[src/rtl/pwm_capture_if.sv]
// PWM capture bus: the measured waveform going in and the measurement results coming out.
// The capture block uses the slave side and whoever drives pwmIn uses the master side.
`timescale 1ns/1ps
interface pwm_capture_if #(
  parameter int DATA_WIDTH = 32
);
  logic                  pwmIn;
  logic [DATA_WIDTH-1:0] pwmPeriod;
  logic [DATA_WIDTH-1:0] pwmDutyCycle;
  logic                  valid;
  logic                  stuck;

  modport master (
    output pwmIn,
    input  pwmPeriod,
    input  pwmDutyCycle,
    input  valid,
    input  stuck
  );

  modport slave (
    input  pwmIn,
    output pwmPeriod,
    output pwmDutyCycle,
    output valid,
    output stuck
  );
endinterface

[src/rtl/pwm_capture.sv]
// PWM period / high-time capture.
// The asynchronous pwmIn is synchronised. Rising and falling edges drive an IDLE/HIGH/LOW FSM
// that counts the high and low phases. The block reports period and duty on each complete
// rising-to-rising cycle.
// A quiet-time counter raises 'stuck' after 2^DATA_WIDTH-1 cycles without an edge.
// Optional feature: define PWM_CAPTURE_GLITCH_FILTER_EN to insert a 3-sample majority filter
// after the synchroniser. The filter rejects single-cycle pulses and adds two cycles of latency.
`timescale 1ns/1ps
module pwm_capture #(
  parameter int CLK_PERIOD  = 100,
  parameter int DATA_WIDTH  = 32,
  parameter int SYNC_STAGES = 2
) (
  input logic          clk,
  input logic          rst,
  pwm_capture_if.slave bus
);

  typedef enum logic [1:0] {IDLE, HIGH, LOW} state_t;

  localparam logic [DATA_WIDTH-1:0] MAX_CNT  = '1;
  localparam logic [DATA_WIDTH-1:0] NEAR_MAX = {{(DATA_WIDTH-1){1'b1}}, 1'b0};
  localparam logic [DATA_WIDTH-1:0] ONE      = {{(DATA_WIDTH-1){1'b0}}, 1'b1};

  // Reject configurations that cannot work: a one-flop synchroniser or a nonsensical clock.
  if (SYNC_STAGES < 2 || CLK_PERIOD < 1) begin : gBadParam
    $error("pwm_capture: SYNC_STAGES must be >= 2 and CLK_PERIOD must be positive");
  end

  logic [SYNC_STAGES-1:0] syncReg;
  logic                   syncOut;
  logic                   cleanIn;
  logic                   prevIn;
  logic                   riseEdge;
  logic                   fallEdge;
  logic                   anyEdge;
  logic                   timeoutHit;
  logic [DATA_WIDTH-1:0]  quietCnt;
  logic [DATA_WIDTH-1:0]  highCnt;
  logic [DATA_WIDTH-1:0]  lowCnt;
  logic [DATA_WIDTH:0]    sumWide;
  logic [DATA_WIDTH-1:0]  sumSat;
  logic [DATA_WIDTH-1:0]  periodReg;
  logic [DATA_WIDTH-1:0]  dutyReg;
  logic                   validReg;
  logic                   stuckReg;
  state_t                 state;

  // Shift the raw input through the synchroniser chain to tame metastability.
  always_ff @(posedge clk or negedge rst) begin
    if (!rst) begin
      syncReg <= '0;
    end else begin
      syncReg <= {syncReg[SYNC_STAGES-2:0], bus.pwmIn};
    end
  end

  assign syncOut = syncReg[SYNC_STAGES-1];

`ifdef PWM_CAPTURE_GLITCH_FILTER_EN
  logic [1:0] filtHist;
  logic       filtReg;

  // Majority vote over the last three synchronised samples, registered. An isolated
  // one-cycle pulse never wins the vote.
  always_ff @(posedge clk or negedge rst) begin
    if (!rst) begin
      filtHist <= '0;
      filtReg  <= 1'b0;
    end else begin
      filtHist <= {filtHist[0], syncOut};
      filtReg  <= (syncOut & filtHist[0]) | (syncOut & filtHist[1]) | (filtHist[0] & filtHist[1]);
    end
  end

  assign cleanIn = filtReg;
`else
  assign cleanIn = syncOut;
`endif

  // One-cycle-delayed copy of the cleaned input, used for edge detection.
  always_ff @(posedge clk or negedge rst) begin
    if (!rst) begin
      prevIn <= 1'b0;
    end else begin
      prevIn <= cleanIn;
    end
  end

  assign riseEdge   = cleanIn & ~prevIn;
  assign fallEdge   = ~cleanIn & prevIn;
  assign anyEdge    = riseEdge | fallEdge;
  assign timeoutHit = ~anyEdge && (quietCnt == NEAR_MAX);

  // Add the two phase counts one bit wider, and clamp the period instead of letting it wrap.
  assign sumWide = {1'b0, highCnt} + {1'b0, lowCnt};
  assign sumSat  = sumWide[DATA_WIDTH] ? MAX_CNT : sumWide[DATA_WIDTH-1:0];

  // Count cycles since the last edge. Saturate the count so 'stuck' stays meaningful.
  always_ff @(posedge clk or negedge rst) begin
    if (!rst) begin
      quietCnt <= '0;
    end else if (anyEdge) begin
      quietCnt <= '0;
    end else if (quietCnt != MAX_CNT) begin
      quietCnt <= quietCnt + ONE;
    end
  end

  // Measurement FSM: time the high and low phases, report on each completed rising-to-rising
  // cycle, and drop back to IDLE when the waveform stops moving.
  always_ff @(posedge clk or negedge rst) begin
    if (!rst) begin
      state     <= IDLE;
      highCnt   <= '0;
      lowCnt    <= '0;
      periodReg <= '0;
      dutyReg   <= '0;
      validReg  <= 1'b0;
      stuckReg  <= 1'b0;
    end else begin
      validReg <= 1'b0;

      if (anyEdge) begin
        stuckReg <= 1'b0;
      end else if (timeoutHit) begin
        stuckReg <= 1'b1;
      end

      case (state)
        IDLE: begin
          if (riseEdge) begin
            state   <= HIGH;
            highCnt <= ONE;
            lowCnt  <= ONE;
          end
        end
        HIGH: begin
          if (timeoutHit) begin
            state <= IDLE;
          end else if (fallEdge) begin
            state <= LOW;
          end else if (highCnt != MAX_CNT) begin
            highCnt <= highCnt + ONE;
          end
        end
        LOW: begin
          if (timeoutHit) begin
            state <= IDLE;
          end else if (riseEdge) begin
            state     <= HIGH;
            periodReg <= sumSat;
            dutyReg   <= highCnt;
            validReg  <= 1'b1;
            highCnt   <= ONE;
            lowCnt    <= ONE;
          end else if (lowCnt != MAX_CNT) begin
            lowCnt <= lowCnt + ONE;
          end
        end
        default: begin
          state <= IDLE;
        end
      endcase
    end
  end

  assign bus.pwmPeriod    = periodReg;
  assign bus.pwmDutyCycle = dutyReg;
  assign bus.valid        = validReg;
  assign bus.stuck        = stuckReg;

endmodule

[src/flat_wrapper.sv]
// flat-port wrapper written by rule: the top's interface ports become plain ports
module pwm_capture_flat 
#(
  parameter int CLK_PERIOD  = 100,
  parameter int DATA_WIDTH  = 32,
  parameter int SYNC_STAGES = 2
)
  (clk, rst, bus_pwmIn, bus_pwmPeriod, bus_pwmDutyCycle, bus_valid, bus_stuck);
  pwm_capture_if #(.DATA_WIDTH(DATA_WIDTH)) bus_i ();
  input logic clk;
  input logic rst;
  input wire logic [$bits(bus_i.pwmIn)-1:0] bus_pwmIn;
  output wire logic [$bits(bus_i.pwmPeriod)-1:0] bus_pwmPeriod;
  output wire logic [$bits(bus_i.pwmDutyCycle)-1:0] bus_pwmDutyCycle;
  output wire logic [$bits(bus_i.valid)-1:0] bus_valid;
  output wire logic [$bits(bus_i.stuck)-1:0] bus_stuck;
  assign bus_i.pwmIn = bus_pwmIn;
  assign bus_pwmPeriod = bus_i.pwmPeriod;
  assign bus_pwmDutyCycle = bus_i.pwmDutyCycle;
  assign bus_valid = bus_i.valid;
  assign bus_stuck = bus_i.stuck;
  pwm_capture #(.CLK_PERIOD(CLK_PERIOD), .DATA_WIDTH(DATA_WIDTH), .SYNC_STAGES(SYNC_STAGES)) u_core (.clk(clk), .rst(rst), .bus(bus_i));
endmodule
[config.mk]
export PLATFORM = sky130hd
export DESIGN_NAME = pwm_capture_flat
export DESIGN_NICKNAME = d
export VERILOG_FILES = /design/src/rtl/pwm_capture_if.sv /design/src/rtl/pwm_capture.sv /design/src/flat_wrapper.sv
export SDC_FILE = /design/constraint.sdc
export NUM_CORES = 1
export LEC_CHECK = 0
export CAP_MARGIN = 10
export CORE_UTILIZATION = 60
export DETAILED_ROUTE_END_ITERATION = 8
export PLACE_DENSITY = 0.81
export SLEW_MARGIN = 10
export SYNTH_ARGS = -nofsm -noshare
export SYNTH_HDL_FRONTEND = slang
export SYNTH_SLANG_ARGS = --single-unit
[constraint.sdc]
create_clock -name clk -period 3.35 [get_ports clk]
set_input_delay 0.8375 -clock clk [delete_from_list [all_inputs] [get_ports clk]]
set_output_delay 0.8375 -clock clk [all_outputs]
set_load 0.01 [all_outputs]
Yosys cells after proc, flatten, opt, wreduce, memory -nomap -nowiden --
Cells that the tools add are included.
Word-level totals: bits in registers 167, output and inout port bits 66
Cells by class: add/sub/neg operators 4, eq/ne operators 13, muxes and demuxes 24, bitwise gates (word level) 7, reductions and logical operators 9
Operator list (count):
- 32-bit 2-to-1 mux | 12
- 32-bit by 1-bit adder with 32-bit output, second input constant | 3
- 32-bit inequality test, second input constant | 3
- 32-bit one-hot mux with 3 select lines | 1
- 32-bit one-hot mux with 2 select lines | 1
- 32-bit by 32-bit adder with 33-bit output | 1
- 32-bit == test, second input constant | 1
- 2-bit 2-to-1 mux | 4
- 2-bit inequality test, second input constant | 3
- 3-bit by 1-bit inequality test with 1-bit output, second input constant | 2
- 2-bit one-hot mux with 3 select lines | 1
- 2-bit nonzero test | 3
- 1-bit 2-to-1 mux | 5
- 5-bit AND reduction | 1
- 2-bit by 1-bit inequality test with 1-bit output, second input constant | 2
- 1-bit inverter | 4
- 4-bit AND reduction | 1
- 3-bit AND reduction | 1
- 3-bit nonzero test | 1
- 1-bit bitwise AND | 2
- 2-bit by 1-bit == test with 1-bit output, second input constant | 1
- 2-bit == test, second input constant | 1
- 2-bit zero test | 1
- 1-bit logical AND | 1
- 1-bit bitwise OR | 1

Logic depth before layout (Yosys ltp) --
word-level depth 7, mapped depth 12, gate-level depth less buffers 10

Worst setup path before layout --
Ideal clock, no wire load.
path type reg2reg, from register u_core.lowCnt[0], to register u_core.periodReg[27] (netlist: u_core.bus.pwmPeriod[27]), arrival 2693 ps, data required time 3229 ps, path slack 536 ps, cell stages (with the launch flop) 12, path buffers 1, path through dfrtp_1 -> ha_1 -> fa_1 -> a211oi_1 -> or4b_4 -> a31oi_1 -> o21a_1 -> o21bai_1 -> a211oi_4 -> or2_1 -> buf_2 -> o22a_1
Between the ends: word-level cells in the longest chain between the ends 2
Ends and longest elaborated chain:
- start, declared | RTL line pwm_capture.sv:40 | logic [DATA_WIDTH-1:0] lowCnt;
- start signal, assigned | RTL line pwm_capture.sv:158 | lowCnt <= lowCnt + ONE;
- 32-bit by 32-bit adder with 33-bit output | RTL line pwm_capture.sv:96 | assign sumWide = {1'b0, highCnt} + {1'b0, lowCnt};
- 32-bit 2-to-1 mux | RTL line pwm_capture.sv:97 | assign sumSat = sumWide[DATA_WIDTH] ? MAX_CNT : sumWide[DATA_WIDTH-1:0];
- end signal, assigned | RTL line pwm_capture.sv:152 | periodReg <= sumSat;
- end, declared | RTL line pwm_capture.sv:43 | logic [DATA_WIDTH-1:0] periodReg;
No other way between the ends. A chain may end at the register's enable or synchronous reset.

Final worst setup path --
from register u_core.highCnt[0], to register u_core.periodReg[0] (netlist: u_core.bus.pwmPeriod[0])
Between the ends: word-level cells in the longest chain between the ends 2
Ends and longest elaborated chain:
- start, declared | RTL line pwm_capture.sv:39 | logic [DATA_WIDTH-1:0] highCnt;
- start signal, assigned | RTL line pwm_capture.sv:144 | highCnt <= highCnt + ONE;
- 32-bit by 32-bit adder with 33-bit output | RTL line pwm_capture.sv:96
- 32-bit 2-to-1 mux | RTL line pwm_capture.sv:97
No other way between the ends.

==> impl_results.rst <==
.. list-table::
   :header-rows: 1

   * - Metric
     - Value
   * - Worst-case clock skew
     - ~0.0083 ns
   * - Total detailed-routing wirelength
     - 22,800 um
   * - Final core utilization
     - 71.8%
   * - Share of post-route cells with drive strength above 1
     - 10.0%
   * - H-tree lvl count
     - 4
   * - Remaining DRCs
     - 0
   * - Summed area of non-filler cells in the final layout
     - 11,000 sq um
   * - Cell count after synthesis
     - 995
   * - Async set or reset register ratio after synthesis
     - 100%
   * - Number of ports placed on the die boundary
     - 69
   * - WP buf/inv
     - 0
   * - Sequential cell area
     - 4180 sq um
   * - Most instantiated flip-flop cell in the synthesis netlist
     - sky130_fd_sc_hd__dfrtp_1
   * - Final hold violations
     - 0
   * - Flip-flop and latch count after synthesis
     - about 170
   * - Nets
     - 1,095
   * - Most frequent cells in the layout
     - sky130_fd_sc_hd__dfrtp_1, sky130_fd_sc_hd__nor2_1, sky130_fd_sc_hd__clkdlybuf4s50_1
   * - Endpoint class of the critical path
     - flip-flop
   * - Synthesized net count
     - between 1,000 and 1,500
   * - DR iter-0 viols
     - 631
   * - Worst VDD drop
     - 426 uV
   * - DIE HEIGHT
     - 128 um
   * - Most common cell after layout, fill and taps aside
     - sky130_fd_sc_hd__dfrtp_1
   * - Clock buffer depth
     - 2
   * - Area growth, synth to finish
     - 15.3%
   * - Slew of the pin with the lowest slew margin
     - 1.04 ns
   * - Max-slew headroom
     - 30.8%
   * - Netlist area before placement
     - roughly 9600 sq um
   * - Leakage power total
     - ~5.3 nW
   * - Clk Latency, worst-skew pair
     - around 0.42 ns
   * - Setup TNS
     - 0 ns
   * - Cts hold-fix bufs
     - 0
   * - Global route overflow
     - 0
   * - ANT nets after route
     - 0
   * - Final worst path period need
     - 3.10 ns
   * - Post-route worst hold slack
     - 0.359 ns
   * - Hpwl dp
     - 16,100 um
   * - Antenna violations before repair
     - 0
   * - Initial Util
     - 62.3%
   * - Post-synth EDFFs
     - 0
   * - Class of the tightest hold or removal check
     - reg -> reg
   * - Maximum operating frequency
     - 323 MHz
   * - Seq/Total Area, Yosys
     - 43.7%
   * - Slowest Stage Delay on Critical Path
     - 0.44 ns
   * - TritonCTS clock tree
     - yes
   * - Critical-path maximum fanout
     - 7
   * - X dimension of the die
     - between 100 and 150 um
   * - Number of placement rows
     - 45
   * - Required time at the worst-slack endpoint
     - 3.66 ns
   * - Run status
     - complete, no violations
   * - Max cap viols
     - 0
   * - Cell family with the largest share of critical-path delay
     - compound AO/OA/AOI/OAI gates
   * - Number of buffers added on ports
     - 68
   * - Total CTS buffers
     - 17
   * - Worst setup path category
     - reg -> reg
   * - Post-DR vias/cell
     - 6.13
   * - Total global routing track utilization
     - 29.3%
   * - Worst-path cell chain
     - ha_1, fa_1, a211oi_1, or4b_4, a31oi_2, o21a_1, o21bai_1, a211oi_4, or2_1, o22a_1
   * - Netlist cell types
     - 67
   * - Global-route wire length before repair
     - around 38,000 um
   * - Final RePlAce weighted congestion
     - roughly 0.95
   * - Post-Place Cells
     - between 1,000 and 1,500
   * - Launching element type of the critical path
     - flip-flop
   * - Clock transition at the register clock pins on the worst setup and hold paths after CTS
     - 0.07 ns
   * - Final-report setup violation count
     - 0
   * - Post-DP Area
     - 10,400 sq um
   * - Core region area
     - 15,400 sq um
   * - Standard cell with the maximum stage delay on the critical path
     - sky130_fd_sc_hd__dfrtp_1
   * - Number of max-slew violations in the final report
     - 0
   * - Period utilisation layout
     - 92.5%
   * - Die Outline Area
     - 16,500 sq um
   * - Vias in the first global route
     - between 7,000 and 8,000
   * - Total vias in the final route
     - 7,825
   * - Layout filler cell count
     - roughly 1,200
   * - Number of antenna cells inserted
     - 0
   * - First-pass iteration count of the detailed router
     - 5
   * - Ratio of total power to cell area
     - 522 nW/um^2
   * - Root Driver
     - sky130_fd_sc_hd__clkbuf_16
   * - Arrival time of data at the critical path endpoint
     - 3.41 ns
   * - Number of warnings issued by yosys
     - 0
   * - Cell Count, Final, Fillers Out
     - 1,277
   * - Multi-input combinational cell area
     - 5120 sq um
   * - Setup repair after global routing missed its margin
     - no
   * - Wire length per cell
     - 17.8 um
   * - Synth Area per Inst
     - 9.62 sq um
   * - Count of clock tree sinks
     - 167
   * - Largest net degree at the start of global routing
     - 74
## report_power, final
part	internal [mW]	switching, mW	total, mW	leakage [nW]
Combinational	0.669	0.637	1.31	2.71
Clock	1.16	0.832	1.99	0.295
Sequential	2.27	0.196	2.47	2.25
Total	4.10	1.66	5.76	5.25
## through the flow
step,worst slack [ns],power (mW)
after detailed placement,0.278,3.81
after global routing,0.00881,6.03
after CTS,0.254,5.80
after global placement,0.329,3.78
after floorplan,0.536,3.14
final,0.251,5.76
## layout make-up
type	count	share of cell area, %
multi-input cells	767	46.4
clock buffers	21	4.17
flip-flops and latches	167	37.9
clock inverters	11	1.25
well taps	211	2.39
repair buffers	84	7.38
inverters	16	0.544
## worst paths after layout
check	from	to	slack [ns]	cells after the start
setup / recovery	u_core.highCnt[0]	u_core.bus.pwmPeriod[0]	0.25	10
hold / removal	u_core.syncReg[0]	u_core.syncReg[1]	0.36	0
setup reg to reg	u_core.highCnt[0]	u_core.bus.pwmPeriod[0]	0.25	10
hold reg to reg	u_core.syncReg[0]	u_core.syncReg[1]	0.36	0
max in group asynchronous	rst	u_core.bus.pwmDutyCycle[2]	2.14	2
min in group asynchronous	rst	u_core.bus.pwmPeriod[6]	0.42	1
## registers in the layout (all words and copies together) (netlist names)
name / cells
u_core.bus.pwmDutyCycle: 32
u_core.bus.pwmPeriod: 32
u_core.bus.stuck: 1
u_core.bus.valid: 1
u_core.highCnt: 32
u_core.lowCnt: 32
u_core.prevIn: 1
u_core.quietCnt: 32
u_core.state: 2
u_core.syncReg: 2
## cell families after synthesis
logic type / Yosys count / synth area share (%)
AND/OR/NAND/NOR: 366 / 19.9
XOR/XNOR: 78 / 7.14
adder cells (fa/ha/maj): 39 / 5.18
buffers and inverters: 61 / 2.94
AO/OA/AOI/OAI: 250 / 17.2
multiplexers: 34 / 3.97
flip-flops: 167 / 43.7
## cells in the mapped netlist, drive strengths merged, types with 17 or more instances
cell / instances / area, sq um
ha: 38 / 475
a21oi: 60 / 312
nand3: 48 / 250
clkbuf: 31 / 149
xnor2: 29 / 254
nor2: 95 / 359
and3: 28 / 179
o21ai: 74 / 370
and2: 34 / 213
nand4: 38 / 238
and4: 17 / 149
xor2: 49 / 429
dfrtp: 167 / 4180
nand2: 61 / 229
a21o: 30 / 230
mux2: 32 / 360
## worst reg2reg max path: cells and delay by family (launching register included)
family                   cells  cell delay [ns]
AO/OA/AOI/OAI                6             1.33
adder cells (fa/ha/maj)      2             0.67
AND/OR/NAND/NOR              2             0.56
flip-flops                   1             0.44
## routing by layer
metal  vias up  global-route usage (%)  wire (um)  share of wire [%]
met1      3804                    38.9       9870                 43
met3        37                    5.34       1430                6.3
met2       275                    48.8      11000                 48
li1       3709                       -          -                  -
met5         -                       0          0                  0
met4         0                    9.00        469                2.1
## what timing repair did
item,in CTS,in global routing
setup buffers,0,0
resized for setup,0,1
setup endpoints to repair,0,1
No activity file was read; power rests on OpenSTA's default activity.
